### src/rtl/addsub_pkg.sv
// Shared definitions for the pipelined adder/subtractor datapath.
package addsub_pkg;

  localparam logic OP_ADD = 1'b0;
  localparam logic OP_SUB = 1'b1;

  // In SUB the carry-in is a borrow-in, so the adder sees its complement.
  function automatic logic eff_carry_in(input logic sub, input logic cin);
    return (sub == OP_SUB) ? ~cin : cin;
  endfunction

endpackage

### src/rtl/Full_Adder.sv
// 1-bit full adder cell.
module Full_Adder (
  input  logic a,
  input  logic b,
  input  logic cin,
  output logic s,
  output logic cout
);

  assign s    = a ^ b ^ cin;
  assign cout = (a & b) | (cin & (a ^ b));

endmodule

### src/rtl/addsub_slice.sv
// Combinational CHUNK-bit ripple adder; also exposes the carry into its top bit
// so the slice holding the MSB can feed signed-overflow detection.
module addsub_slice #(
  parameter int CHUNK = 8
) (
  input  logic [CHUNK-1:0] a,
  input  logic [CHUNK-1:0] b,
  input  logic             cin,
  output logic [CHUNK-1:0] s,
  output logic             cout,
  output logic             c_msb_in
);

  logic [CHUNK:0] c;

  assign c[0] = cin;

  for (genvar i = 0; i < CHUNK; i++) begin : g_bit
    Full_Adder u_fa (
      .a    (a[i]),
      .b    (b[i]),
      .cin  (c[i]),
      .s    (s[i]),
      .cout (c[i+1])
    );
  end

  assign cout     = c[CHUNK];
  assign c_msb_in = c[CHUNK-1];

endmodule

### src/rtl/pipelined_addsub.sv
// Pipelined WIDTH-bit adder/subtractor resolving one CHUNK-bit slice per stage.
// Unconsumed operand bits shift down with the beat so every stage adds bits
// [CHUNK-1:0] of its record; finished result slices enter sum_done from the
// top, so after the last stage the full result sits in place.
module pipelined_addsub
  import addsub_pkg::*;
#(
  parameter int WIDTH  = 32,
  parameter int STAGES = 4
) (
  input  logic             clk,
  input  logic             rst_n,
  input  logic             in_valid,
  output logic             in_ready,
  input  logic [WIDTH-1:0] A,
  input  logic [WIDTH-1:0] B,
  input  logic             Cin,
  input  logic             sub,
  output logic             out_valid,
  input  logic             out_ready,
  output logic [WIDTH-1:0] Sum,
  output logic             Cout,
  output logic             Ovf,
  output logic             Zero
);

  localparam int CHUNK = WIDTH / STAGES;
  localparam int LAST  = STAGES - 1;

  typedef struct packed {
    logic             valid;
    logic [WIDTH-1:0] a_rem;
    logic [WIDTH-1:0] b_rem;
    logic [WIDTH-1:0] sum_done;
    logic             carry;
    logic             carry_into_msb;
  } stage_t;

  stage_t stg_q [STAGES];
  stage_t stg_d [STAGES];
  logic   adv;

  // One global enable: the whole pipe moves unless the output is held.
  assign adv      = !stg_q[LAST].valid || out_ready;
  assign in_ready = adv;

  for (genvar k = 0; k < STAGES; k++) begin : g_stage
    logic             p_valid;
    logic [WIDTH-1:0] p_a;
    logic [WIDTH-1:0] p_b;
    logic [WIDTH-1:0] p_sum;
    logic             p_carry;
    logic [CHUNK-1:0] s;
    logic             cout;
    logic             c_msb;

    if (k == 0) begin : g_src_in
      assign p_valid = in_valid;
      assign p_a     = A;
      assign p_b     = (sub == OP_SUB) ? ~B : B;
      assign p_sum   = '0;
      assign p_carry = eff_carry_in(sub, Cin);
    end else begin : g_src_prev
      assign p_valid = stg_q[k-1].valid;
      assign p_a     = stg_q[k-1].a_rem;
      assign p_b     = stg_q[k-1].b_rem;
      assign p_sum   = stg_q[k-1].sum_done;
      assign p_carry = stg_q[k-1].carry;
    end

    addsub_slice #(.CHUNK(CHUNK)) u_slice (
      .a        (p_a[CHUNK-1:0]),
      .b        (p_b[CHUNK-1:0]),
      .cin      (p_carry),
      .s        (s),
      .cout     (cout),
      .c_msb_in (c_msb)
    );

    assign stg_d[k] = '{
      valid:          p_valid,
      a_rem:          p_a >> CHUNK,
      b_rem:          p_b >> CHUNK,
      sum_done:       (p_sum >> CHUNK) | (WIDTH'(s) << (WIDTH - CHUNK)),
      carry:          cout,
      carry_into_msb: c_msb
    };
  end

  // Stage registers: cleared by reset, advanced together on adv.
  always_ff @(posedge clk) begin
    if (!rst_n) begin
      for (int k = 0; k < STAGES; k++) stg_q[k] <= '0;
    end else if (adv) begin
      for (int k = 0; k < STAGES; k++) stg_q[k] <= stg_d[k];
    end
  end

  assign out_valid = stg_q[LAST].valid;
  assign Sum       = stg_q[LAST].sum_done;
  assign Cout      = stg_q[LAST].carry;
  assign Ovf       = stg_q[LAST].carry ^ stg_q[LAST].carry_into_msb;
  // Gated by valid so a cleared pipe reports Zero=0 rather than "0 == 0".
  assign Zero      = stg_q[LAST].valid && (stg_q[LAST].sum_done == '0);

endmodule

### config.mk
export PLATFORM = sky130hd
export DESIGN_NAME = pipelined_addsub
export DESIGN_NICKNAME = d
export VERILOG_FILES = /design/src/rtl/addsub_pkg.sv /design/src/rtl/Full_Adder.sv /design/src/rtl/addsub_slice.sv /design/src/rtl/pipelined_addsub.sv
export SDC_FILE = /design/constraint.sdc
export NUM_CORES = 1
export LEC_CHECK = 0
export ABC_AREA = 1
export BUFFER_PORTS_ARGS = -buffer_cell sky130_fd_sc_hd__buf_2
export CORE_UTILIZATION = 58
export CTS_CLUSTER_SIZE = 14
export DETAILED_ROUTE_END_ITERATION = 8
export GPL_TIMING_DRIVEN = 1
export PLACE_DENSITY = 0.76
export SLEW_MARGIN = 20
export SYNTH_ARGS = -nofsm -noshare
export SYNTH_HDL_FRONTEND = slang
export SYNTH_SLANG_ARGS = --single-unit
### constraint.sdc
create_clock -name clk -period 8.7 [get_ports clk]
set_input_delay 0.435 -clock clk [delete_from_list [all_inputs] [get_ports clk]]
set_output_delay 0.435 -clock clk [all_outputs]
set_load 0.01 [all_outputs]
==> qor.yml <==
num_antenna_cells: 0
cts_tree: "built"
seq_area_um2: 5560
grt_setup_unrepaired: "false"
critPathArrivalTime_ns: 4.79
syn_avg_cell_area_um2: 12.0
drc: 0
critPathRequiredTime_ns: 8.84
slowest_stage: "buf_2"
synth-compound-area-share_pct: 0
grt.busiest_layer: "met2"
setup_tns_ns: 0
cp_top_family: "adder cells"
drive_above_1_share_pct: 17.9
ctsResizeCount: 0
cts_buffers: 17
leakage_nw: 4.25
ys_seq_area_share_pct: 65.6
peakVddDrop_uv: 125
synth.top_cell.area_share_pct: 65.6
worst_path_most_repeated_cell: "fa_1"
largest_reg_flops: 185
top_regs: "stg_q: 185 flops"
fin_worst_hold_slack_ns: 0.305
cts_num_sinks: 185
cts_hold_repair.buffers: 0
syn2layout_area_growth_pct: 11.5
finalHoldViolCount: 0
slew_headroom_pct: 31.1
muxShareOfSynthArea_pct: 0
via_per_inst: 4.41
critPathMaxStageDelay_ns: 0.66
status: "finished clean"
overflow: 0
ys_ff_latch: 185
finalCriticalPeriod_ns: 4.65
place_congestion: 0.781
dieArea_um2: 15100
root_buffer: "clkbuf_16"
vias: 4265
clk_path_buf_depth: 2
worst_setup_path_end_kind: "flip-flop"
multiInputGateArea_um2: 1790
port_buffers: 106
antenna_found_initial: 0
fin_crit_sh_pct: 53.4
mostFrequentLayoutCells: "205 x nor2_1, 185 x edfxtp_1, 178 x inv_1"
fmax_ghz: 0.215
final-instance-count-excl-fill: 967
synth_top_family_by_area: "buffers and inverters"
setup_viol: 0
tightest_slew_ns: 1.03
regMostFlops: "stg_q"
yosysTopAreaCell: "edfxtp_1"
fillerInstances: 993
drv_cap: 0
synth_area_leaders: "edfxtp_1 66%, nor2_1 9.1%, inv_1 7.9%"
first_iter_violations: 335
postRouteAntennaNets: 0
wl_mm: 11.3
yosys.area_share.simple_pct: 9.74
worst_setup_path_start_kind: "input port"
clock_latency_ns: 0.43
maxSlewViolCount: 0
cp_num_buf_inv: 3
crit_fanout: 33
finClkSkew_ns: 0.00697
die_x_um: 123
ios: 107
syn_inst: 703
drtPass1Iterations: 4
dpl-instance-area_um2: 8780
grt_util_met2_pct: 24.8
placement_rows: 43
grt_max_degree: 186
hpwl_mm: 7.20
ys_types: 12
core_um2: 14000
wl_per_cell_um: 11.7
placed_cells: 935
final_common_cell: "nor2_1"
crit_path_cell_trace: "buf_2 -> xnor2_1 -> fa_1 -> fa_1 -> fa_1 -> fa_1 -> fa_1 -> fa_1 -> fa_1 -> inv_1 -> fa_1 -> inv_1 -> nor2_1"
syn_area_um2: 8460
grt_pass1_wl_mm: 18.7
grt.met1_usage_pct: 23.1
htree_num_levels: 4
initial_utilization_pct: 60.3
synth-xor-area-share_pct: 3.52
use_met3_pct: 4.00
clkTransAtPathRegs_ns: 0.06
grt_pass1_vias: 4028
hold_path.class: "in -> reg"
cts_setup_buffers: 0
nets: 876
track_usage_pct: 16.7
dieHeight_um: 123
postLayoutCellArea_um2: 9430
path_class: "in -> reg"
synthAdderAreaFrac_pct: 7.57
power_density_nw_per_um2: 222
syn_nets: 805
yosysWarnings: 0
utilization_pct: 67.2
-- layer usage --
layer / up-vias / share of wire (%)
li1: 2222 / -
met1: 1922 / 47
met2: 106 / 46
met3: 15 / 4.7
met4: 0 / 2.0
met5: - / 0
-- stage by stage --
step	power, mW	worst slack (ns)
after detailed placement	1.28	3.61
after global routing	2.18	3.86
after global placement	1.27	3.85
final	2.09	4.05
after CTS	2.11	4.06
after floorplan	1.24	2.09
-- tightest hold or removal path, delay by kind of cell --
kind,cells,cell delay (ns)
AND/OR/NAND/NOR,1,0.08
buffers and inverters,2,0.10
-- area by class of cell --
| class | instances | share of cell area [%] |
|---|---|---|
| flip-flops and latches | 185 | 58.9 |
| clock buffers | 18 | 4.55 |
| inverters | 178 | 7.08 |
| well taps | 180 | 2.39 |
| repair buffers | 108 | 5.78 |
| multi-input cells | 284 | 19.0 |
| clock inverters | 14 | 2.33 |
-- synth_stat cells --
cell,number
xor2_1,2
xnor2_1,32
buf_2,3
nand2_2,1
nor2_1,205
inv_1,178
buf_6,17
nand3_1,3
edfxtp_1,185
fa_1,32
buf_4,36
nand2_1,9
-- logic make-up after synthesis --
family	count (synthesis)
buffers and inverters	234
AND/OR/NAND/NOR	218
flip-flops	185
XOR/XNOR	34
adder cells (fa/ha/maj)	32
-- power breakdown --
group | internal [mW] | total (mW) | switching, mW
clock | 0.512 | 0.832 | 0.320
sequential | 1.06 | 1.09 | 0.0248
combinational | 0.0742 | 0.176 | 0.101
-- path summary, 6_finish.rpt --
path | slack (ns) | from | endpoint | depth (start not counted)
max | 4.05 | sub | stg_q[0][33]$_SDFFCE_PN0P_ | 13
min | 0.30 | A[12] | stg_q[0][62]$_SDFFCE_PN0P_ | 3
max reg2reg | 4.47 | stg_q[2][1]$_SDFFCE_PN0P_ | stg_q[3][33]$_SDFFCE_PN0P_ | 14
min reg2reg | 0.54 | stg_q[0][70]$_SDFFCE_PN0P_ | stg_q[1][62]$_SDFFCE_PN0P_ | 2
Power figures use the tool's default switching activity.
